[src/rtl/multicycle_control.sv]
// Five-state multicycle control FSM (IF/ID/EX/MEM/WB) for the RV32 subset core.
// Optional MEM_WAIT_EN: loads/stores hold in MEM until dAck is sampled high.
module multicycle_control #(
   parameter logic [6:0] SW        = 7'b0100011,
   parameter logic [6:0] LW        = 7'b0000011,
   parameter logic [6:0] IMMEDIATE = 7'b0010011,
   parameter logic [6:0] BEQ       = 7'b1100011,
   parameter logic [6:0] RR        = 7'b0110011
) (
   input  logic        clk,
   input  logic        rst,
   input  logic [31:0] instr,
   input  logic        Zero,
   input  logic        dAck,
   output logic        loadPC,
   output logic        PCSrc,
   output logic        ALUSrc,
   output logic        RegWrite,
   output logic        MemToReg,
   output logic        MemRead,
   output logic        MemWrite,
   output logic [3:0]  ALUCtrl,
   output logic        Illegal,
   output logic [31:0] instret
);

   typedef enum logic [2:0] {
      ST_IF  = 3'd0,
      ST_ID  = 3'd1,
      ST_EX  = 3'd2,
      ST_MEM = 3'd3,
      ST_WB  = 3'd4
   } state_t;

   localparam logic [3:0] ALU_AND  = 4'b0000;
   localparam logic [3:0] ALU_OR   = 4'b0001;
   localparam logic [3:0] ALU_ADD  = 4'b0010;
   localparam logic [3:0] ALU_SUB  = 4'b0110;
   localparam logic [3:0] ALU_SLT  = 4'b0111;
   localparam logic [3:0] ALU_SRL  = 4'b1000;
   localparam logic [3:0] ALU_SLL  = 4'b1001;
   localparam logic [3:0] ALU_SRA  = 4'b1010;
   localparam logic [3:0] ALU_SLTU = 4'b1011;
   localparam logic [3:0] ALU_XOR  = 4'b1101;

   state_t      state;
   state_t      state_next;
   logic [31:0] ir;

   logic [6:0]  opcode;
   logic [2:0]  funct3;
   logic        funct7_b5;
   logic        is_rr;
   logic        is_imm;
   logic        is_lw;
   logic        is_sw;
   logic        is_beq;
   logic        is_legal;
   logic [3:0]  alu_op;

   assign opcode    = ir[6:0];
   assign funct3    = ir[14:12];
   assign funct7_b5 = ir[30];

   // Register fields and immediates belong to the datapath, not to control.
   logic unused_ir_bits;
   assign unused_ir_bits = ^{ir[31], ir[29:15], ir[11:7]};

`ifndef MEM_WAIT_EN
   logic unused_dack;
   assign unused_dack = dAck;
`endif

   // ---------------- state register ----------------
   always_ff @(posedge clk) begin
      if (rst) begin
         state <= ST_IF;
      end else begin
         state <= state_next;
      end
   end

   always_ff @(posedge clk) begin
      if (rst) begin
         ir <= '0;
      end else if (state == ST_IF) begin
         ir <= instr;
      end
   end

   // Counts on the same WB->IF edge at which loadPC moves the PC.
   always_ff @(posedge clk) begin
      if (rst) begin
         instret <= '0;
      end else if (state == ST_WB) begin
         instret <= instret + 32'd1;
      end
   end

   // ---------------- decode ----------------
   always_comb begin
      is_rr    = (opcode == RR);
      is_imm   = (opcode == IMMEDIATE);
      is_lw    = (opcode == LW);
      is_sw    = (opcode == SW);
      is_beq   = (opcode == BEQ);
      is_legal = is_rr | is_imm | is_lw | is_sw | is_beq;
   end

   always_comb begin
      alu_op = ALU_ADD;
      if (is_rr || is_imm) begin
         unique case (funct3)
            3'b000: alu_op = (is_rr && funct7_b5) ? ALU_SUB : ALU_ADD;
            3'b001: alu_op = ALU_SLL;
            3'b010: alu_op = ALU_SLT;
            3'b011: alu_op = ALU_SLTU;
            3'b100: alu_op = ALU_XOR;
            3'b101: alu_op = funct7_b5 ? ALU_SRA : ALU_SRL;
            3'b110: alu_op = ALU_OR;
            3'b111: alu_op = ALU_AND;
            default: alu_op = ALU_ADD;
         endcase
      end else if (is_beq) begin
         alu_op = ALU_SUB;
      end
   end

   // ---------------- next-state logic ----------------
   always_comb begin
      state_next = ST_IF;
      unique case (state)
         ST_IF:  state_next = ST_ID;
         ST_ID:  state_next = ST_EX;
         ST_EX:  state_next = ST_MEM;
`ifdef MEM_WAIT_EN
         ST_MEM: state_next = ((is_lw || is_sw) && !dAck) ? ST_MEM : ST_WB;
`else
         ST_MEM: state_next = ST_WB;
`endif
         ST_WB:  state_next = ST_IF;
         default: state_next = ST_IF;
      endcase
   end

   // ---------------- output logic ----------------
   always_comb begin
      loadPC   = 1'b0;
      PCSrc    = 1'b0;
      RegWrite = 1'b0;
      MemToReg = 1'b0;
      MemRead  = 1'b0;
      MemWrite = 1'b0;
      Illegal  = 1'b0;
      ALUSrc   = is_imm | is_lw | is_sw;
      ALUCtrl  = alu_op;
      unique case (state)
         ST_MEM: begin
            MemRead  = is_lw;
            MemWrite = is_sw;
         end
         ST_WB: begin
            loadPC   = 1'b1;
            RegWrite = is_rr | is_imm | is_lw;
            MemToReg = is_lw;
            PCSrc    = is_beq & Zero;
            Illegal  = ~is_legal;
         end
         default: ;
      endcase
   end

endmodule

[config.mk]
export PLATFORM = sky130hd
export DESIGN_NAME = multicycle_control
export DESIGN_NICKNAME = d
export VERILOG_FILES = /design/src/rtl/multicycle_control.sv
export SDC_FILE = /design/constraint.sdc
export NUM_CORES = 1
export LEC_CHECK = 0
export ABC_AREA = 1
export CAP_MARGIN = 15
export CORE_ASPECT_RATIO = 1.75
export CORE_MARGIN = 2
export CORE_UTILIZATION = 47
export DETAILED_ROUTE_END_ITERATION = 10
export GPL_TIMING_DRIVEN = 0
export PLACE_DENSITY = 0.9
export RECOVER_POWER = 100
export SETUP_SLACK_MARGIN = 0.2
export SYNTH_ARGS = -nofsm -noshare
export SYNTH_HDL_FRONTEND = slang
export SYNTH_SLANG_ARGS = --single-unit
[constraint.sdc]
create_clock -name clk -period 1.88 [get_ports clk]
set_input_delay 0.188 -clock clk [delete_from_list [all_inputs] [get_ports clk]]
set_output_delay 0.188 -clock clk [all_outputs]
set_load 0.02 [all_outputs]
==> results.py <==
metrics = {
    "cts": {
        "tritoncts": "yes",
        "htreeDepth": 2,
        "insertion_delay_ps": 310,
        "cts_root_buffer": "clkbuf_8",
        "clk_pin_slew_ps": 90,
        "cts_buffers": 5,
        "cts_hold_buf": 0,
        "clock_path_buffers": 2,
        "clock-sinks": 46,
    },
    "routing": {
        "drt_pass1_iterations": 8,
        "wl_per_cell_um": 13.92,
        "wl_um": 7349,
        "via_per_inst": 5.506,
        "drt_iter0_drc": 195,
        "ant_nets": 0,
        "drc": 0,
        "vias": 2907,
    },
    "synth": {
        "yosysSeqAreaShare_pct": 36.53,
        "syn_avg_cell_area_um2": 6.351,
        "ys_types": 30,
        "synth_area_leaders": "dfxtp_1, nor2_1, nand2_1",
        "post_synth_and_or_nand_nor_area_fraction_pct": 44.67,
        "yosys.area_share.xor_xnor_pct": 0.6948,
        "synth_fp_nets": 434,
        "synthTopCellsByCount": "nor2_1, nand2_1, inv_1",
        "ys_ff_latch": 46,
        "synth.most_common_cell": "nor2_1",
        "synthMuxAreaShare_pct": 0,
        "synth_top_family_by_area": "simple AND/OR/NAND/NOR gates",
        "syn_inst": 397,
        "syn_area_um2": 2521,
        "yosysWarnings": 0,
        "ys.flop_type": "dfxtp_1",
        "synth_top_area_cell": "dfxtp_1",
        "synth_top_area_share_pct": 36.53,
        "synth_edf_count": 0,
        "synth-adder-area-share_pct": 0.4963,
        "async_flop_share_pct": 0,
        "synth-compound-area-share_pct": 8.784,
    },
    "final_layout": {
        "utilization_pct": 64.71,
        "final_net_count": 509,
        "drive_gt1_share_pct": 15.43,
        "diodes": 0,
        "area_delta_synth_final_pct": 33.75,
    },
    "floorplanning": {
        "coreArea_um2": 5211,
        "pin_count": 80,
        "rows": 35,
        "start_util_pct": 48.38,
        "die_area_um2": 5989,
        "die_y_um": 100.9,
        "die_w_um": 59.37,
    },
    "place": {
        "gp_congestion": 0.9372,
        "place_ws_ps": -236.4,
        "io_buffers": 57,
        "hpwl_um": 5281,
    },
    "global_route": {
        "grt_use_met2_pct": 45.22,
        "globalRouteMet1Util_pct": 25.52,
        "grt_usage_pct": 25.20,
        "grt_use_met3_pct": 3.979,
        "grt_overflow": 0,
        "grt_pass1_vias": 2803,
        "grt_start_max_net_pins": 15,
        "busiest_layer": "met2",
        "antenna_found_initial": 0,
        "grt_pass1_wl_um": 11770,
    },
    "critical_path": {
        "critical-path-top-delay-family": "simple AND/OR/NAND/NOR gates",
        "cp_num_cells": 8,
        "crit_buf_inv": 4,
        "reg2reg_from": "state[1]",
        "worstPathCellList": "nor2_2 > nand4_1 > nor2_2 > buf_4 > buf_6 > inv_4 > o22ai_2 > buf_6",
        "end_kind": "primary output",
        "critPathArrivalTime_ps": 1610,
        "reg2reg_depth": 6,
        "worst_path_largest_cell_delay_ps": 330,
        "r2r_setup_slack_ps": 210,
        "critPathKind": "flop to primary output",
        "cp_max_fo": 2,
        "critPathLaunchType": "flop",
        "slowest_stage": "dfxtp_2",
        "required_ps": 1690,
        "cp-startpoint": "ir[2]",
    },
    "worst_hold_path": {
        "hp-class": "flop to flop",
        "worstHoldStart": "state[0]",
        "hold_path_depth": 1,
    },
    "sta": {
        "finalSetupViolations": 0,
        "tightest_slew_ps": 533.9,
        "fin_setup_tns_ps": 0,
        "fin_crit_sh_pct": 95.54,
        "max_freq_mhz": 556.7,
        "setup_slack_ps": 83.80,
        "rsz0062_at_grt": "true",
        "worst_clock_skew_ps": 11.26,
        "hold_violations": 0,
        "fin_crit_ps": 1796,
        "max_slew_margin_pct": 64.13,
        "drv_slew": 0,
    },
    "job": {
        "max_cap_violations": 0,
    },
    "pwr": {
        "p_per_area_nw_per_um2": 555.6,
        "p_leak_nw": 1.264,
        "p_total_mw": 1.873,
        "p_sw_share_pct": 26.26,
        "internal-power_mw": 1.381,
        "clkPwrFrac_pct": 34.5,
        "power_switching_uw": 492.0,
        "seqPwrFrac_pct": 55.4,
        "ir_worst_vdd_mv": 0.4534,
        "comb_power_share_pct": 10.0,
    },
    "status": {
        "outcome": "finished clean",
    },
}
-- cell usage in the layout (no fill, tap or decap), types with 2 or more instances in the layout --
| cell | instances |
|---|---|
| nor2_4 | 7 |
| buf_4 | 10 |
| nor2_2 | 9 |
| xor2_1 | 2 |
| inv_2 | 2 |
| clkdlybuf4s50_1 | 44 |
| nand2_2 | 2 |
| a21oi_1 | 14 |
| nand4_1 | 11 |
| nand2_1 | 85 |
| nand3_1 | 32 |
| dfxtp_2 | 9 |
| buf_6 | 3 |
| nand3_2 | 3 |
| o21ai_0 | 19 |
| clkbuf_1 | 4 |
| nor2_1 | 86 |
| o21bai_1 | 3 |
| inv_1 | 48 |
| dfxtp_1 | 36 |
| clkdlybuf4s15_2 | 2 |
| buf_2 | 7 |
| clkbuf_8 | 6 |
| nor3_1 | 8 |
-- what timing repair did --
action	CTS	global route
setup buffers	6	5
resized for setup	57	25
endpoints found under the setup margin	12	26
pin swaps	5	8
-- logic make-up (layout without fill, tap and decap cells) --
family	count (synthesis)	count (layout)
xor gates and xnor gates	2	2
DFF	46	46
adders and majority gates	1	1
and+or+nand+nor	250	250
buffers and inverters	57	133
AOI/OAI and AO/OA	41	41
-- worst register-to-register path, stage by stage (launching register included) --
cell	delay (ps)
dfxtp_2	340
nor2_1	240
nand2_4	80
clkbuf_1	200
nor3_1	460
nand3_1	140
a21oi_1	150
-- metrics by stage --
stage | std cells | hold slack, ps | cell area, µm²
finish | 528 | 429.6 | 3372
global route | 528 | 444.8 | 3372
CTS | 523 | 462.5 | 3303
detailed placement | 509 | 456.0 | 3161
global placement | 509 | 446.5 | 3161
floorplan | 397 | 260.4 | 2521
-- cell type report --
class,count,area [µm²]
fillers,441,1839
multi-input cells,294,1419
flip-flops and latches,46,935.9
repair buffers,68,624.3
inverters,51,193.9
clock buffers,6,82.58
well taps,55,68.82
plain buffers,6,35.03
clock inverters,2,12.51
-- power by group through the flow --
stage	sequential, mW	combinational (mW)	clock (mW)
6_report	1.04	0.188	0.647
5_1_grt	1.04	0.204	0.679
4_1_cts	1.04	0.179	0.646
3_5_place_dp	1.06	0.167	0
3_3_place_gp	1.06	0.161	0
2_1_floorplan	1.05	0.102	0
-- registers in the layout, indices dropped and copies added (netlist names) --
signal / flops
instret: 32
ir: 11
state: 3
-- per-layer routing --
metal	up-vias	routed length, µm
li1	1414	-
met1	1322	2674
met2	129	3823
met3	42	429
met4	0	421
met5	-	0
-- path summary, 6_finish.rpt --
path,end
worst max-delay path,ALUCtrl[0]
worst min-delay path,state[0]
worst max register to register,instret[7]
worst min register to register,state[0]
Note: power is estimated with default switching activity, not from simulation.
